File: config.mk
export PLATFORM = sky130hd
export DESIGN_NAME = clksel_ctrl_flat
export DESIGN_NICKNAME = d
export VERILOG_FILES = /design/src/rtl/clksel_pkg.sv /design/src/rtl/clksel_ctrl_if.sv /design/src/rtl/sync2.sv /design/src/rtl/clksel_ctrl.sv /design/src/flat_wrapper.sv
export SDC_FILE = /design/constraint.sdc
export NUM_CORES = 1
export LEC_CHECK = 0
export ABC_CLOCK_PERIOD_IN_PS = 2400
export CORE_MARGIN = 2
export CORE_UTILIZATION = 25
export DETAILED_ROUTE_END_ITERATION = 6
export HOLD_SLACK_MARGIN = 0.1
export PLACE_DENSITY = 0.48
export SLEW_MARGIN = 0
export SYNTH_ARGS = -nofsm -noshare
export SYNTH_HDL_FRONTEND = slang
export SYNTH_SLANG_ARGS = --single-unit
File: constraint.sdc
create_clock -name hsclk_in -period 2.4 [get_ports hsclk_in]
set_input_delay 0.48 -clock hsclk_in [delete_from_list [all_inputs] [get_ports hsclk_in]]
set_output_delay 0.48 -clock hsclk_in [all_outputs]
set_load 0.005 [all_outputs]
File: src/rtl/clksel_pkg.sv
// Shared types and constants for the clock-selection sequencer.
package clksel_pkg;

  localparam int unsigned HOLD_W = 8;
  localparam int unsigned TO_W   = 10;

  typedef enum logic [2:0] {
    StLsRun  = 3'd0,
    StLsHold = 3'd1,
    StToHs   = 3'd2,
    StHsRun  = 3'd3,
    StToLs   = 3'd4
  } state_e;

  localparam logic [1:0] DIV_1 = 2'b00;
  localparam logic [1:0] DIV_2 = 2'b01;
  localparam logic [1:0] DIV_3 = 2'b10;

  // Divider code may only change while the CPU runs from the host clock.
  function automatic logic is_ls_state(state_e s);
    return (s == StLsRun) || (s == StLsHold);
  endfunction

endpackage

File: src/rtl/clksel_ctrl_if.sv
// CPU-access, divider and switch-stage signals of the clock-selection sequencer.
interface clksel_ctrl_if;
  logic       acc_valid;
  logic       acc_host;
  logic [1:0] div_req;
  logic       hsclk_selected;
  logic       lsclk_selected;
  logic       hsclk_sel;
  logic [1:0] cpuclk_div_sel;
  logic       stall;
  logic       sw_err;

  modport master (
    output acc_valid, acc_host, div_req, hsclk_selected, lsclk_selected,
    input  hsclk_sel, cpuclk_div_sel, stall, sw_err
  );

  modport slave (
    input  acc_valid, acc_host, div_req, hsclk_selected, lsclk_selected,
    output hsclk_sel, cpuclk_div_sel, stall, sw_err
  );
endinterface

File: src/rtl/sync2.sv
// Two-flop synchroniser for a single asynchronous level, cleared by a synchronous reset.
module sync2 (
  input  logic i_clk,
  input  logic i_rst,
  input  logic i_d,
  output logic o_q
);

  logic r_meta;
  logic r_sync;

  always_ff @(posedge i_clk) begin
    if (i_rst) begin
      r_meta <= 1'b0;
      r_sync <= 1'b0;
    end else begin
      r_meta <= i_d;
      r_sync <= r_meta;
    end
  end

  assign o_q = r_sync;

endmodule

File: src/rtl/clksel_ctrl.sv
// Chooses high-speed or host clock per CPU access and sequences the switch stage,
// stalling the CPU while a switch is in flight and flagging acknowledge timeouts.
module clksel_ctrl
  import clksel_pkg::*;
#(
  parameter int unsigned HOLD_CYCLES    = 8,
  parameter int unsigned TIMEOUT_CYCLES = 64,
  parameter logic [1:0]  DIV_RST        = DIV_1
) (
  input logic          hsclk_in,
  input logic          rst,
  clksel_ctrl_if.slave bus
);

  localparam logic [HOLD_W-1:0] HOLD_LOAD = HOLD_W'(HOLD_CYCLES);
  localparam logic [TO_W-1:0]   TO_LAST   = TO_W'(TIMEOUT_CYCLES - 1);

  logic w_hs_ack_s;
  logic w_ls_ack_s;

  sync2 u_sync_hs (
    .i_clk (hsclk_in),
    .i_rst (rst),
    .i_d   (bus.hsclk_selected),
    .o_q   (w_hs_ack_s)
  );

  sync2 u_sync_ls (
    .i_clk (hsclk_in),
    .i_rst (rst),
    .i_d   (bus.lsclk_selected),
    .o_q   (w_ls_ack_s)
  );

  state_e            r_state;
  state_e            w_state_d;
  logic [HOLD_W-1:0] r_hold;
  logic [HOLD_W-1:0] w_hold_d;
  logic [TO_W-1:0]   r_to;
  logic [TO_W-1:0]   w_to_d;
  logic              r_sw_err;
  logic              w_sw_err_d;
  logic              r_hsclk_sel;
  logic              w_hsclk_sel_d;
  logic [1:0]        r_div;
  logic [1:0]        w_div_d;
  logic              w_stall;

  // Overlapping (both high) or absent (both low) acks never complete a switch.
  logic w_hs_done;
  logic w_ls_done;
  logic w_host_acc;
  logic w_fast_acc;
  logic w_to_hit;

  assign w_hs_done  = w_hs_ack_s & ~w_ls_ack_s;
  assign w_ls_done  = w_ls_ack_s & ~w_hs_ack_s;
  assign w_host_acc = bus.acc_valid & bus.acc_host;
  assign w_fast_acc = bus.acc_valid & ~bus.acc_host;
  assign w_to_hit   = (r_to == TO_LAST);

  always_comb begin
    w_state_d  = r_state;
    w_hold_d   = r_hold;
    w_to_d     = r_to;
    w_sw_err_d = r_sw_err;
    w_stall    = 1'b0;
    unique case (r_state)
      StLsRun: begin
        if (w_fast_acc) begin
          w_hold_d  = HOLD_LOAD;
          w_state_d = StLsHold;
        end
      end
      StLsHold: begin
        if (w_host_acc) begin
          w_state_d = StLsRun;
        end else if (r_hold == '0) begin
          w_state_d = StToHs;
        end else begin
          w_hold_d = r_hold - 8'd1;
        end
      end
      StToHs: begin
        w_stall = ~w_hs_done;
        if (w_hs_done) begin
          w_state_d = StHsRun;
          w_to_d    = '0;
        end else if (w_to_hit) begin
          w_sw_err_d = 1'b1;
          w_state_d  = StLsRun;
          w_to_d     = '0;
        end else begin
          w_to_d = r_to + 10'd1;
        end
      end
      StHsRun: begin
        // The access that forces the switch must be held from its own cycle.
        if (w_host_acc) begin
          w_stall   = 1'b1;
          w_state_d = StToLs;
        end
      end
      StToLs: begin
        w_stall = ~w_ls_done;
        if (w_ls_done) begin
          w_state_d = StLsRun;
          w_to_d    = '0;
        end else if (w_to_hit) begin
          w_sw_err_d = 1'b1;
          w_state_d  = StLsRun;
          w_to_d     = '0;
        end else begin
          w_to_d = r_to + 10'd1;
        end
      end
      default: begin
        w_state_d = StLsRun;
        w_to_d    = '0;
      end
    endcase
  end

  // Registered select keeps the switch-stage input free of decode glitches.
  assign w_hsclk_sel_d = (w_state_d == StToHs) || (w_state_d == StHsRun);
  assign w_div_d       = (is_ls_state(r_state) && !w_hs_ack_s) ? bus.div_req : r_div;

  always_ff @(posedge hsclk_in) begin
    if (rst) begin
      r_state     <= StLsRun;
      r_hold      <= HOLD_LOAD;
      r_to        <= '0;
      r_sw_err    <= 1'b0;
      r_hsclk_sel <= 1'b0;
      r_div       <= DIV_RST;
    end else begin
      r_state     <= w_state_d;
      r_hold      <= w_hold_d;
      r_to        <= w_to_d;
      r_sw_err    <= w_sw_err_d;
      r_hsclk_sel <= w_hsclk_sel_d;
      r_div       <= w_div_d;
    end
  end

  assign bus.hsclk_sel      = r_hsclk_sel;
  assign bus.cpuclk_div_sel = r_div;
  assign bus.stall          = w_stall;
  assign bus.sw_err         = r_sw_err;

endmodule
File: src/flat_wrapper.sv
// flat-port wrapper written by rule: the top's interface ports become plain ports
module clksel_ctrl_flat import clksel_pkg::*;
#(
  parameter int unsigned HOLD_CYCLES    = 8,
  parameter int unsigned TIMEOUT_CYCLES = 64,
  parameter logic [1:0]  DIV_RST        = DIV_1
)
  (hsclk_in, rst, bus_acc_valid, bus_acc_host, bus_div_req, bus_hsclk_selected, bus_lsclk_selected, bus_hsclk_sel, bus_cpuclk_div_sel, bus_stall, bus_sw_err);
  clksel_ctrl_if bus_i ();
  input logic hsclk_in;
  input logic rst;
  input wire logic [$bits(bus_i.acc_valid)-1:0] bus_acc_valid;
  input wire logic [$bits(bus_i.acc_host)-1:0] bus_acc_host;
  input wire logic [$bits(bus_i.div_req)-1:0] bus_div_req;
  input wire logic [$bits(bus_i.hsclk_selected)-1:0] bus_hsclk_selected;
  input wire logic [$bits(bus_i.lsclk_selected)-1:0] bus_lsclk_selected;
  output wire logic [$bits(bus_i.hsclk_sel)-1:0] bus_hsclk_sel;
  output wire logic [$bits(bus_i.cpuclk_div_sel)-1:0] bus_cpuclk_div_sel;
  output wire logic [$bits(bus_i.stall)-1:0] bus_stall;
  output wire logic [$bits(bus_i.sw_err)-1:0] bus_sw_err;
  assign bus_i.acc_valid = bus_acc_valid;
  assign bus_i.acc_host = bus_acc_host;
  assign bus_i.div_req = bus_div_req;
  assign bus_i.hsclk_selected = bus_hsclk_selected;
  assign bus_i.lsclk_selected = bus_lsclk_selected;
  assign bus_hsclk_sel = bus_i.hsclk_sel;
  assign bus_cpuclk_div_sel = bus_i.cpuclk_div_sel;
  assign bus_stall = bus_i.stall;
  assign bus_sw_err = bus_i.sw_err;
  clksel_ctrl #(.HOLD_CYCLES(HOLD_CYCLES), .TIMEOUT_CYCLES(TIMEOUT_CYCLES), .DIV_RST(DIV_RST)) u_core (.hsclk_in(hsclk_in), .rst(rst), .bus(bus_i));
endmodule
==> results.toml <==
[run_status]
status = "finished, final reports clean"

[clocking]
clkSinkCount = 29
cts_tree = "yes"
clock-root-buffer = "clkbuf_8"
numCtsBuffers = 5
clock_latency_ps = 280
ctsLongestPathBuffers = 2
htreeDepth = 2
clk_pin_slew_ps = 60

[grt]
grt_antenna_before_repair = 0
gr-total-overflow = 0
grt_pass1_wl_um = 5690
grt_max_degree = 14
grtUsageTotal = 0.115
grt_pass1_vias = 1197

[floorplanning]
die_area_sq_um = 6330
core_sq_um = 5510
chipHeight_um = 79.5
start_util = 0.259
die_w_um = 79.5
rows = 27
ios = 13

[worst_setup_path]
start_kind = "input port"
critical_path_class = "input port to output port"
crit_fanout = 3
crit_path_end_kind = "output port"
cp_data_required_time_ps = 1920
cp.arrival_ps = 1850

[placed_design]
io_buffer_count = 12
dp_slack_ps = 7.16
dp.cells = 252
place_hpwl_um = 2320
gp_congestion = 0.711

[routing]
vias_per_cell = 4.90
drc_errors = 0
wire_per_inst_um = 12.3
drt_pass1_iterations = 4
antenna_left = 0
vias = 1275
drtIter0Drc = 70
postRouteWirelength_um = 3190

[cells_and_area]
seq_area_sq_um = 582
nFillCells = 573
num_antenna_cells = 0
fin_nets = 197
synthToLayoutAreaGrowth_pct = 25.3
final_util = 0.324
drive_above_1_share = 0.138
multi_input_area_sq_um = 788
final_cell_mix = "28 x dfxtp_1, 14 x nor2_1, 12 x clkdlybuf4s50_1"
final_common_cell = "dfxtp_1"
final_cell_count_no_fill = 260

[synthesis]
synth_edf_count = 0
ys_seq_elements = 29
yosysSeqAreaShare = 0.407
synth_cell_types = 50
ys_warn_count = 0
synth_top_area_frac = 0.407
postSynthAreaPerCell_sq_um = 8.70
synth.net_count = 174
async_reset_ff_frac = 0
synth_ff_type = "dfxtp_1"
yosysTopAreaCell = "dfxtp_1"
synthCells = 164
synth_area_sq_um = 1430
ys_top_cells_by_area = "dfxtp_1 41%, nor2_1 3.7%, a21oi_1 3.5%, nor2b_1 3.1%, nand3_1 2.8%"

[sta]
clock_skew_ps = 5.55
period_share = 0.973
hold_viol_final = 0
setup_viol = 0
setup_ws_ps = 65.8
hold_slack_ps = 436
slew_headroom = 0.657
tns_ps = 0
worstMarginPinSlew_ps = 512
maxSlewViolCount = 0
grt_setup_unrepaired = "false"
fmax_mhz = 428
period_needed_ps = 2330

[hold_path]
hold_path_class = "register to register"

[flow_run]
max_cap_viol_count = 0

[pwr]
vdd_drop_max_mv = 0.273
p_per_area_nw_per_um2 = 629
p_leak_nw = 0.654
layer usage:
layer  part of all wire  global-route usage  wire length (um)  up-vias
met4              0.016              0.0483                52        0
met3              0.040              0.0373               127        6
li1                   -                   -                 -      655
met2               0.45               0.172              1430       21
met1               0.50               0.151              1580      593
met5                  0                   0                 0        -
path summary, 6_finish.rpt:
kind	from	endpoint	slack [ps]	depth (start not counted)
max	bus_acc_valid	bus_stall	70	4
min	u_core.u_sync_ls.r_meta	u_core.u_sync_ls.o_q	440	1
max reg2reg	u_core.r_hold[0]	u_core.r_hold[6]	510	6
min reg2reg	u_core.u_sync_ls.r_meta	u_core.u_sync_ls.o_q	440	1
worst max-delay path, stage by stage:
cell and delay (ps):
clkdlybuf4s50_1 480, nand3_1 180, o21ai_2 190, clkdlybuf4s50_1 520
sequential cells by signal, indices dropped and copies added (netlist names):
register                   cells
u_core.r_to                   10
u_core.r_hold                  8
u_core.r_state                 3
u_core.bus.cpuclk_div_sel      2
u_core.bus.hsclk_sel           1
u_core.bus.sw_err              1
u_core.u_sync_hs.o_q           1
u_core.u_sync_hs.r_meta        1
u_core.u_sync_ls.o_q           1
u_core.u_sync_ls.r_meta        1
synth_stat cells, types with 3 or more instances:
library cell / number
inv_1: 7
nor2b_1: 7
a21oi_1: 10
xor2_1: 3
nor3_1: 7
nand2_1: 6
a31oi_1: 6
xnor2_1: 3
dfxtp_1: 29
and3_1: 3
nand2b_1: 3
clkbuf_1: 3
o211ai_1: 3
nand4_1: 3
nor2_1: 14
nand3_1: 8
o21ai_0: 6
power by group:
part / switching, mW / total [mW] / internal [mW]
sequential: 0.0176 / 0.521 / 0.504
combinational: 0.0831 / 0.161 / 0.0778
clock: 0.182 / 0.441 / 0.259
total: 0.283 / 1.12 / 0.840
metrics by stage:
stage / cell area (sq um) / total power [mW]
floorplan: 1430 / 0.635
global placement: 1680 / 0.694
detailed placement: 1680 / 0.693
CTS: 1780 / 1.14
global route: 1790 / 1.19
finish: 1790 / 1.12
cell type report:
type,instances,area share
Clock buffer,7,0.0539
Clock inverter,1,0.00280
Inverter,8,0.0168
Multi-Input combinational cell,121,0.441
Sequential cell,29,0.326
Tap cell,72,0.0504
Timing Repair Buffer,22,0.109
cells by family after synthesis:
family	Yosys count	synth area share
compound gates	44	0.218
xor+xnor	6	0.0368
fa+ha+maj	2	0.0175
buf+inv	14	0.0430
flops	29	0.407
mux	2	0.0140
simple gates	67	0.264
repair_timing:
item                                    in CTS  in global routing
hold buffers                                 0                  0
endpoints found under the setup margin       1                  1
gates cloned                                 0                  0
resized for setup                            1                  2
buffers inserted                             0                  0
Note: power is estimated with default switching activity, not from simulation.
